### src/rtl/cpu_pkg.sv
// Shared fetch-stage definitions: opcodes, instruction-register field layout,
// fetch state encoding and the PC increment.
package cpu_pkg;

    localparam logic [7:0] OP_LOADI = 8'h00;
    localparam logic [7:0] OP_MOV   = 8'h01;
    localparam logic [7:0] OP_ADD   = 8'h02;
    localparam logic [7:0] OP_SUB   = 8'h03;
    localparam logic [7:0] OP_AND   = 8'h04;
    localparam logic [7:0] OP_OR    = 8'h05;
    localparam logic [7:0] OP_J     = 8'h06;
    localparam logic [7:0] OP_BEQ   = 8'h07;

    localparam int IR_OP_MSB  = 31;
    localparam int IR_OP_LSB  = 24;
    localparam int IR_RD_MSB  = 23;
    localparam int IR_RD_LSB  = 16;
    localparam int IR_RS1_MSB = 15;
    localparam int IR_RS1_LSB = 8;
    localparam int IR_RS2_MSB = 7;
    localparam int IR_RS2_LSB = 0;

    localparam int unsigned PC_INCR = 32'd4;

    typedef enum logic [1:0] {
        ST_IDLE  = 2'd0,
        ST_FETCH = 2'd1,
        ST_ISSUE = 2'd2
    } fetch_state_e;

endpackage

### src/rtl/pc_next_adder.sv
// Next-PC computation: sequential pc+4 or the pc-relative word-offset target.
module pc_next_adder
    import cpu_pkg::*;
#(
    parameter int ADDR_W = 32
) (
    input  logic [ADDR_W-1:0] pc,
    input  logic [7:0]        offset,
    input  logic              sel_target,
    output logic [ADDR_W-1:0] next_pc
);

    logic [ADDR_W-1:0] pc_plus4_s;
    logic [ADDR_W-1:0] offset_bytes_s;
    logic [ADDR_W-1:0] target_s;

    // Sign-extended word offset is scaled to bytes and added to the sequential PC.
    always_comb begin
        pc_plus4_s     = pc + ADDR_W'(PC_INCR);
        offset_bytes_s = {{(ADDR_W-10){offset[7]}}, offset, 2'b00};
        target_s       = pc_plus4_s + offset_bytes_s;
        if (sel_target) begin
            next_pc = target_s;
        end else begin
            next_pc = pc_plus4_s;
        end
    end

endmodule

### src/rtl/instruction_fetch_unit.sv
// Fetch stage: PC register, instruction-memory read handshake, instruction
// register and field decode for control_unit and the datapath.
module instruction_fetch_unit
    import cpu_pkg::*;
#(
    parameter int                ADDR_W   = 32,
    parameter logic [ADDR_W-1:0] RESET_PC = {ADDR_W{1'b0}}
) (
    input  logic              CLK,
    input  logic              RESET_N,
    output logic              imem_read,
    output logic [ADDR_W-1:0] imem_address,
    input  logic [31:0]       imem_instr,
    input  logic              imem_busywait,
    input  logic              stall,
    input  logic              jump,
    input  logic              branch,
    input  logic              zero,
    output logic              instr_valid,
    output logic [7:0]        opcode,
    output logic [7:0]        rd_offset,
    output logic [7:0]        rs1,
    output logic [7:0]        rs2_imm,
    output logic [ADDR_W-1:0] pc
);

    fetch_state_e      state_q, state_d;
    logic [ADDR_W-1:0] pc_q, pc_d;
    logic [31:0]       ir_q, ir_d;
    logic [ADDR_W-1:0] next_pc_s;
    logic              sel_target_s;

    // Jump and taken branch share one target; jump dominating is implicit.
    assign sel_target_s = jump | (branch & zero);

    pc_next_adder #(.ADDR_W(ADDR_W)) u_pc_next_adder (
        .pc         (pc_q),
        .offset     (ir_q[IR_RD_MSB:IR_RD_LSB]),
        .sel_target (sel_target_s),
        .next_pc    (next_pc_s)
    );

    // State, PC and instruction register.
    always_ff @(posedge CLK or negedge RESET_N) begin
        if (!RESET_N) begin
            state_q <= ST_IDLE;
            pc_q    <= RESET_PC;
            ir_q    <= 32'h0000_0000;
        end else begin
            state_q <= state_d;
            pc_q    <= pc_d;
            ir_q    <= ir_d;
        end
    end

    // Fetch sequencing; busywait only matters in FETCH, stall only in ISSUE.
    always_comb begin
        state_d = state_q;
        pc_d    = pc_q;
        ir_d    = ir_q;
        case (state_q)
            ST_IDLE: begin
                state_d = ST_FETCH;
            end
            ST_FETCH: begin
                if (!imem_busywait) begin
                    ir_d    = imem_instr;
                    state_d = ST_ISSUE;
                end else begin
                    state_d = ST_FETCH;
                end
            end
            ST_ISSUE: begin
                if (!stall) begin
                    pc_d    = next_pc_s;
                    state_d = ST_FETCH;
                end else begin
                    state_d = ST_ISSUE;
                end
            end
            default: begin
                state_d = ST_IDLE;
            end
        endcase
    end

    assign imem_read    = (state_q == ST_FETCH);
    assign instr_valid  = (state_q == ST_ISSUE);
    assign imem_address = pc_q;
    assign pc           = pc_q;
    assign opcode       = ir_q[IR_OP_MSB:IR_OP_LSB];
    assign rd_offset    = ir_q[IR_RD_MSB:IR_RD_LSB];
    assign rs1          = ir_q[IR_RS1_MSB:IR_RS1_LSB];
    assign rs2_imm      = ir_q[IR_RS2_MSB:IR_RS2_LSB];

endmodule
### config.mk
export PLATFORM = sky130hd
export DESIGN_NAME = instruction_fetch_unit
export DESIGN_NICKNAME = d
export VERILOG_FILES = /design/src/rtl/cpu_pkg.sv /design/src/rtl/pc_next_adder.sv /design/src/rtl/instruction_fetch_unit.sv
export SDC_FILE = /design/constraint.sdc
export NUM_CORES = 1
export LEC_CHECK = 0
export CORE_ASPECT_RATIO = 0.7
export CORE_MARGIN = 10
export CORE_UTILIZATION = 35
export CTS_BUF_LIST = sky130_fd_sc_hd__clkbuf_16
export CTS_CLUSTER_DIAMETER = 40
export DETAILED_ROUTE_END_ITERATION = 7
export PLACE_DENSITY_LB_ADDON = 0.15
export SYNTH_ARGS = -nofsm -noshare
export SYNTH_HDL_FRONTEND = slang
export SYNTH_SLANG_ARGS = --single-unit
export TNS_END_PERCENT = 50
### constraint.sdc
create_clock -name CLK -period 10.5 [get_ports CLK]
set_clock_uncertainty 0.15 [all_clocks]
set_input_delay 1.575 -clock CLK [delete_from_list [all_inputs] [get_ports CLK]]
set_output_delay 1.575 -clock CLK [all_outputs]
set_load 0.01 [all_outputs]
## Word level (Yosys, flattened, before mapping)

Index checks and enable logic that the tools add are counted.

- Add/sub/neg operators: 2
- $mul: 0
- Divide/modulo/power cells: 0
- Order comparisons: 0
- Equal/unequal tests: 2
- Shift-type cells: 0
- Multiplexer cells: 4
- Bitwise operators: 4
- Reductions and logical operators: 3

Operators with widths:

| kind | count |
|---|---|
| $add 32x3->32 const B | 1 |
| $add 32x32->32 | 1 |
| $mux 32 | 1 |
| $pmux 2 s3 | 1 |
| $mux 2 | 2 |
| $reduce_and 2->1 | 2 |
| $eq 2x1->1 const B | 1 |
| $eq 2x2->1 const B | 1 |
| $logic_not 2->1 | 1 |
| $not 1->1 | 2 |
| $and 1x1->1 | 1 |
| $or 1x1->1 | 1 |

- Bits in registers: 66
- Latch bits: 0
- RAM bits: 0
- Memory bits (read-only): 0
- Bits of input ports: 39
- Output and inout port bits: 98
- Memories kept: 0

## Logic depth before layout (Yosys ltp)

Gate-level depths: netlist of the first run.

- Depth in word-level cells: 3
- Mapped depth: 16

## Modules after synthesis

A second synthesis of the first run with hierarchy kept.

- Cell total of the unflattened synthesis: 567
- Area total of the unflattened synthesis: 5362.6 µm²

Modules (own cells, without submodules):

| module | times used | cells each | area each (µm²) | seq. area each (µm²) |
|---|---|---|---|---|
| instruction_fetch_unit | 1 | 177 | 2762.6 | 1651.6 |
| pc_next_adder | 1 | 390 | 2600.0 | 0.0 |

## Worst setup path before layout of the first run

OpenSTA, ideal clock, no wires.

- Path kind: register to register
- Start: reg pc_q[4], in the netlist imem_address[4]
- End: reg pc_q[31], in the netlist imem_address[31]
- Setup time: 0.079 ns
- Arrival: 3.653 ns
- Path slack: 6.618 ns
- Cell stages (with the launch flop): 16
- Path buffers: 0
- Clock period less this slack: 3.882 ns
- Cells stage by stage: dfrtp_1 -> and4_1 -> nand3_1 -> nor3_1 -> and3_1 -> nand3_1 -> xnor2_1 -> ha_1 -> nand4_1 -> nor3_1 -> inv_1 -> or4_4 -> a211oi_2 -> o21bai_2 -> mux2i_1 -> xor2_1

- Word-level cells in the longest chain between the ends: 3

RTL lines:

| item | line | RTL |
|---|---|---|
| start, declared | instruction_fetch_unit.sv:28 | `logic [ADDR_W-1:0] pc_q, pc_d;` |
| start signal, assigned | instruction_fetch_unit.sv:51 | `pc_q <= pc_d;` |
| $add 32x3->32 * | pc_next_adder.sv:19 | `pc_plus4_s = pc + ADDR_W'(PC_INCR);` |
| $add 32x32->32 | pc_next_adder.sv:21 | `target_s = pc_plus4_s + offset_bytes_s;` |
| $mux 32 * | pc_next_adder.sv:22 | `if (sel_target) begin` |

Every way passes the cells marked *; elsewhere a longest branch is shown, timed or not.
A chain may end at the register's enable or synchronous reset.

## Worst setup path after layout of the first run

Ends and elaborated chain as after synthesis.

==> flow_metrics.py, run 1 <==
metrics = {
    "cts": {
        "cts_buffers": 9,
        "root_buffer": "clkbuf_16",
        "cts_tree": "done",
        "h-tree-depth": 3,
        "cts_buffer_depth": 2,
        "clk_latency_ns": 0.34,
        "cts_resized": 0,
        "cts_hold_buf": 0,
        "numClockSinks": 64,
        "clk_pin_slew_worst_paths_ns": 0.07,
        "post_cts_buffers": 0,
    },
    "global_routing": {
        "grt_usage": 0.175,
        "grt_max_degree": 65,
        "globalRouteOverflowTotal": 0,
        "grt_pass1_wl_um": 28600,
        "grt_pass1_vias": 5027,
        "antenna_found_initial": 0,
    },
    "logic_synthesis": {
        "ys_ff_latch": 64,
        "avgSynthCellArea_um2": 8.45,
        "netlist_top_cells_count": "64 x dfrtp_1, 64 x nand2_1, 63 x a21oi_1, 46 x nor2_1",
        "ys_types": 55,
        "synth-warning-count": 0,
        "synth_edf_count": 0,
        "syn_inst": 621,
        "synthFlopType": "dfrtp_1",
        "synth_seq_area_share": 0.305,
        "synth_top_area_frac": 0.305,
        "synth_area_leaders": "dfrtp_1 31%, ha_1 8.8%, mux2_2 7.1%, a21oi_1 6.0%, buf_4 4.9%",
        "yosysTopAreaCell": "dfrtp_1",
        "synth_area_um2": 5250,
        "async_flop_share": 1.00,
    },
    "cells_and_area": {
        "regArea_um2": 1600,
        "fillers": 1380,
        "multi_input_area_um2": 3260,
        "diodes": 0,
        "nNetsFinal": 791,
        "final_core_util": 0.464,
        "drive_gt1_frac": 0.0932,
        "area_growth_pct": 29.9,
        "stdcell_area_um2": 6820,
        "layoutNonFillerInstCount": 914,
    },
    "timing": {
        "relSlewSlack": 0.396,
        "slew_violations": 0,
        "max_freq_ghz": 0.225,
        "period_minus_slack_ns": 4.44,
        "worst_slew_pin_slew_ns": 0.903,
        "timing.hold.ws_ns": 0.352,
        "fin_crit_sh": 0.423,
        "fin_setup_tns_ns": 0,
        "setup_viol": 0,
        "hold_violations": 0,
        "rsz0062_at_grt": "false",
    },
    "power_and_ir_drop": {
        "powerDensity_nw_per_um2": 394,
        "intPower_mw": 1.40,
        "switching_share": 0.479,
        "p_seq_frac": 0.196,
        "power_leakage_nw": 2.76,
        "combinationalPowerShare": 0.687,
        "power.switching_mw": 1.29,
        "peakVddDrop_uv": 161,
        "clkPwrFrac": 0.116,
    },
    "setup_path": {
        "critPathArrivalTime_ns": 4.56,
        "criticalPathCategory": "reg2reg",
        "required_ns": 10.61,
        "start_kind": "register",
        "crit_path_end_kind": "register",
        "crit_path_max_fanout": 8,
    },
    "floorplanning": {
        "num_rows": 37,
        "start_util": 0.358,
        "pin_count": 137,
        "dieHeight_um": 122,
        "die_area_um2": 20400,
        "die_x_um": 166,
        "coreArea_um2": 14700,
    },
    "placement": {
        "placed_cell_area_um2": 6520,
        "place_inst": 898,
        "post-dp-hpwl_um": 13800,
        "io_buffers": 132,
        "gp_congestion": 0.910,
    },
    "run": {
        "cap_viol_max_count": 0,
    },
    "routing": {
        "ant_nets": 0,
        "vias_per_cell": 5.44,
        "initialDrtViolationCount": 382,
        "dr.pass1.iters": 5,
        "route.detailed.drc": 0,
        "vias": 4975,
        "totalWireLength_um": 18200,
        "wl_per_cell_um": 19.9,
    },
    "min_path": {
        "hold_class": "reg2reg",
    },
    "run_status": {
        "outcome": "finished clean",
    },
}
-- cell families after synthesis --
family          synth area share
compound gates             0.196
buf+inv                   0.0772
simple gates               0.178
other cells             0.000714
flops                      0.305
fa+ha+maj                 0.0920
xor+xnor                  0.0768
mux                       0.0746
-- power groups by stage --
stage | Sequential [mW] | Combinational, mW | Clock, mW
floorplan | 0.555 | 1.14 | 0
CTS | 0.527 | 1.83 | 0.320
detailed placement | 0.528 | 1.82 | 0
global route | 0.551 | 2.02 | 0.331
global placement | 0.518 | 1.82 | 0
finish | 0.527 | 1.84 | 0.312
-- critical path, stage by stage (launching register included) --
cell and delay (ns):
dfrtp_1 0.47, and4_1 0.32, nand3_1 0.24, nor3_1 0.39
and3_1 0.34, nand3_1 0.17, xnor2_1 0.19, ha_1 0.37
nand4_1 0.15, nor3_1 0.24, inv_1 0.07, or4_4 0.49
a211oi_2 0.24, o21bai_2 0.15, mux2i_1 0.23, xor2_1 0.16
-- placed cells by master, fill, tap and decap left out, drive strengths merged, types with 8 or more instances in the layout --
| cell type | synthesis | final |
|---|---|---|
| clkdlybuf4s50 | 0 | 131 |
| nand2 | 65 | 65 |
| a21oi | 65 | 65 |
| dfrtp | 64 | 64 |
| nor2 | 46 | 46 |
| o21ai | 40 | 40 |
| ha | 37 | 37 |
| mux2 | 33 | 33 |
| xnor2 | 29 | 29 |
| nand4 | 20 | 20 |
| nand3 | 19 | 19 |
| nor3 | 18 | 18 |
| xor2 | 17 | 17 |
| a21o | 15 | 15 |
| inv | 14 | 15 |
| clkbuf | 22 | 9 |
| o21bai | 8 | 8 |
-- layer usage --
layer,GRT usage,share of wire,vias up,routed length (µm)
met5,0,0,-,0
met4,0.0334,0.0056,0,101
met3,0.0703,0.12,9,2210
met1,0.244,0.47,2355,8600
met2,0.249,0.40,227,7290
li1,-,-,2384,-
-- stage by stage --
stage | total power, mW | setup WS (ns)
after CTS | 2.68 | 6.11
final | 2.68 | 6.06
after detailed placement | 2.35 | 6.15
after floorplan | 1.69 | 6.62
after global placement | 2.34 | 6.30
after global routing | 2.90 | 5.78
-- state kept, by name (all words and copies together) (netlist names) --
| name | cells |
|---|---|
| state_q | 2 |
| ir_q | 32 |
| imem_address | 30 |
-- final cells by class --
cell class,instances,area share
multi-input combinational,487,0.478
sequential,64,0.235
timing repair buffer,138,0.200
tap,195,0.0358
clock buffer,9,0.0330
clock inverter,7,0.0105
inverter,14,0.00771
-- path summary, 6_finish.rpt --
path / start / to / slack, ns / cells past startpoint
worst max-delay path: imem_address[4] / imem_address[31] / 6.06 / 15
worst min-delay path: state_q[0] / state_q[0] / 0.35 / 1
worst max register to register: imem_address[4] / imem_address[31] / 6.06 / 15
min in group asynchronous: RESET_N / imem_address[28] / 1.24 / 2
worst min register to register: state_q[0] / state_q[0] / 0.35 / 1
max in group asynchronous: RESET_N / imem_address[24] / 8.32 / 2
Note: power is estimated with default switching activity, not from simulation.
==> run 2, diff against run 1 <==
==> constraint.sdc (replaced) <==
create_clock -name CLK -period 4.3 [get_ports CLK]
set_clock_uncertainty 0.15 [all_clocks]
set_input_delay 0.645 -clock CLK [delete_from_list [all_inputs] [get_ports CLK]]
set_output_delay 0.645 -clock CLK [all_outputs]
set_load 0.01 [all_outputs]
==> flow_metrics.py, run 2 (synthesis results as in run 1) <==
metrics = {
    "routing": {
        "vias_per_cell": 5.42,
        "totalWireLength_um": 18000,
        "ant_nets": 0,
        "route.detailed.drc": 0,
        "dr.pass1.iters": 5,
        "initialDrtViolationCount": 355,
        "wl_per_cell_um": 19.2,
        "vias": 5070,
    },
    "setup_path": {
        "start_kind": "register",
        "crit_path_end_kind": "register",
        "criticalPathCategory": "reg2reg",
        "critPathArrivalTime_ns": 4.14,
        "crit_path_max_fanout": 6,
        "required_ns": 4.42,
    },
    "cells_and_area": {
        "drive_gt1_frac": 0.132,
        "nNetsFinal": 813,
        "diodes": 0,
        "layoutNonFillerInstCount": 936,
        "area_growth_pct": 34.4,
        "final_cell_mix": "131 x clkdlybuf4s50_1, 64 x nand2_1, 63 x a21oi_1, 63 x dfrtp_1, 45 x nor2_1",
        "final_common_cell": "clkdlybuf4s50_1",
        "max_flop_register": "ir_q",
        "largest_reg_flops": 32,
    },
    "floorplanning": {
        "num_rows": 37,
        "die_x_um": 166,
        "start_util": 0.358,
        "pin_count": 137,
        "die_area_um2": 20400,
        "coreArea_um2": 14700,
        "dieHeight_um": 122,
    },
    "placement": {
        "io_buffers": 132,
        "gp_congestion": 0.957,
        "place_inst": 919,
        "post-dp-hpwl_um": 14000,
    },
    "power_and_ir_drop": {
        "power_leakage_nw": 2.90,
        "powerDensity_nw_per_um2": 951,
        "peakVddDrop_uv": 403,
    },
    "cts": {
        "cts_tree": "done",
        "cts_hold_buf": 0,
        "cts_buffers": 9,
        "cts_buffer_depth": 2,
        "numClockSinks": 64,
        "clk_latency_ns": 0.34,
        "h-tree-depth": 3,
        "clk_pin_slew_worst_paths_ns": 0.06,
        "root_buffer": "clkbuf_16",
    },
    "timing": {
        "max_freq_ghz": 0.249,
        "setup_viol": 0,
        "hold_violations": 0,
        "fin_setup_tns_ns": 0,
        "period_minus_slack_ns": 4.02,
        "fin_crit_sh": 0.934,
        "worst_slew_pin_slew_ns": 0.851,
        "slew_violations": 0,
        "timing.hold.ws_ns": 0.190,
        "relSlewSlack": 0.430,
    },
    "run_status": {
        "outcome": "finished clean",
    },
    "run": {
        "cap_viol_max_count": 0,
    },
    "global_routing": {
        "globalRouteOverflowTotal": 0,
        "grt_usage": 0.176,
        "grt_pass1_vias": 5102,
        "grt_max_degree": 36,
        "antenna_found_initial": 0,
        "grt_pass1_wl_um": 28700,
    },
    "min_path": {
        "hold_class": "in2async",
    },
}
run 2: routing by layer:
| metal | track usage | routed length, µm | part of all wire | up-vias |
|---|---|---|---|---|
| met3 | 0.0917 | 2320 | 0.13 | 26 |
| met4 | 0.0553 | 264 | 0.015 | 0 |
| li1 | - | - | - | 2433 |
| met2 | 0.238 | 6930 | 0.38 | 248 |
| met5 | 0 | 0 | 0 | - |
| met1 | 0.234 | 8500 | 0.47 | 2363 |
run 2: power breakdown:
part / leakage [nW] / switching, mW / internal [mW]
logic: 2.00 / 2.49 / 2.17
registers: 0.752 / 0.347 / 0.897
clock network: 0.146 / 0.296 / 0.507
run 2: cell type report:
cell class,count,area [µm²]
repair buffers,160,1530
multi-input cells,487,3310
fillers,1398,7620
clock buffers,9,225
clock inverters,7,95.1
well taps,195,244
inverters,14,52.6
flip-flops and latches,64,1600
run 2: worst paths after layout:
| check | from | endpoint | slack, ns | cells after the start |
|---|---|---|---|---|
| setup / recovery | imem_address[6] | imem_address[31] | 0.28 | 15 |
| hold / removal | RESET_N | imem_address[22] | 0.19 | 1 |
| setup reg to reg | imem_address[6] | imem_address[31] | 0.28 | 15 |
| hold reg to reg | state_q[0] | state_q[0] | 0.34 | 1 |
| max in group asynchronous | RESET_N | ir_q[18] | 2.88 | 2 |
| min in group CLK | state_q[0] | state_q[0] | 0.34 | 1 |
run 2: what timing repair did:
| item | 4_1_cts | 5_1_grt |
|---|---|---|
| setup endpoints to repair | 0 | 4 |
| buffers inserted | 0 | 1 |
| gates resized for setup | 0 | 13 |
| endpoints found under the hold margin | 0 | 0 |
run 2: critical path, stage by stage, from the launching register on:
cell,delay [ns]
dfrtp_1,0.45
and4_4,0.28
nand3_2,0.17
nor3_2,0.32
and3_1,0.22
nand3_1,0.13
xnor2_1,0.19
ha_1,0.37
nand4_1,0.17
nor3_2,0.19
inv_1,0.06
or4_4,0.49
a211oi_2,0.21
o21bai_2,0.14
mux2i_1,0.23
xor2_1,0.16
run 2: metrics by stage:
step | util | area (µm²) | setup slack, ns | power (mW)
CTS | 0.477 | 7000 | 0.117 | 6.67
finish | 0.481 | 7050 | 0.283 | 6.71
detailed placement | 0.455 | 6680 | 0.127 | 5.81
global route | 0.481 | 7050 | -0.0226 | 7.27
global placement | 0.455 | 6680 | 0.173 | 5.80
floorplan | - | 5260 | 0.418 | 4.14
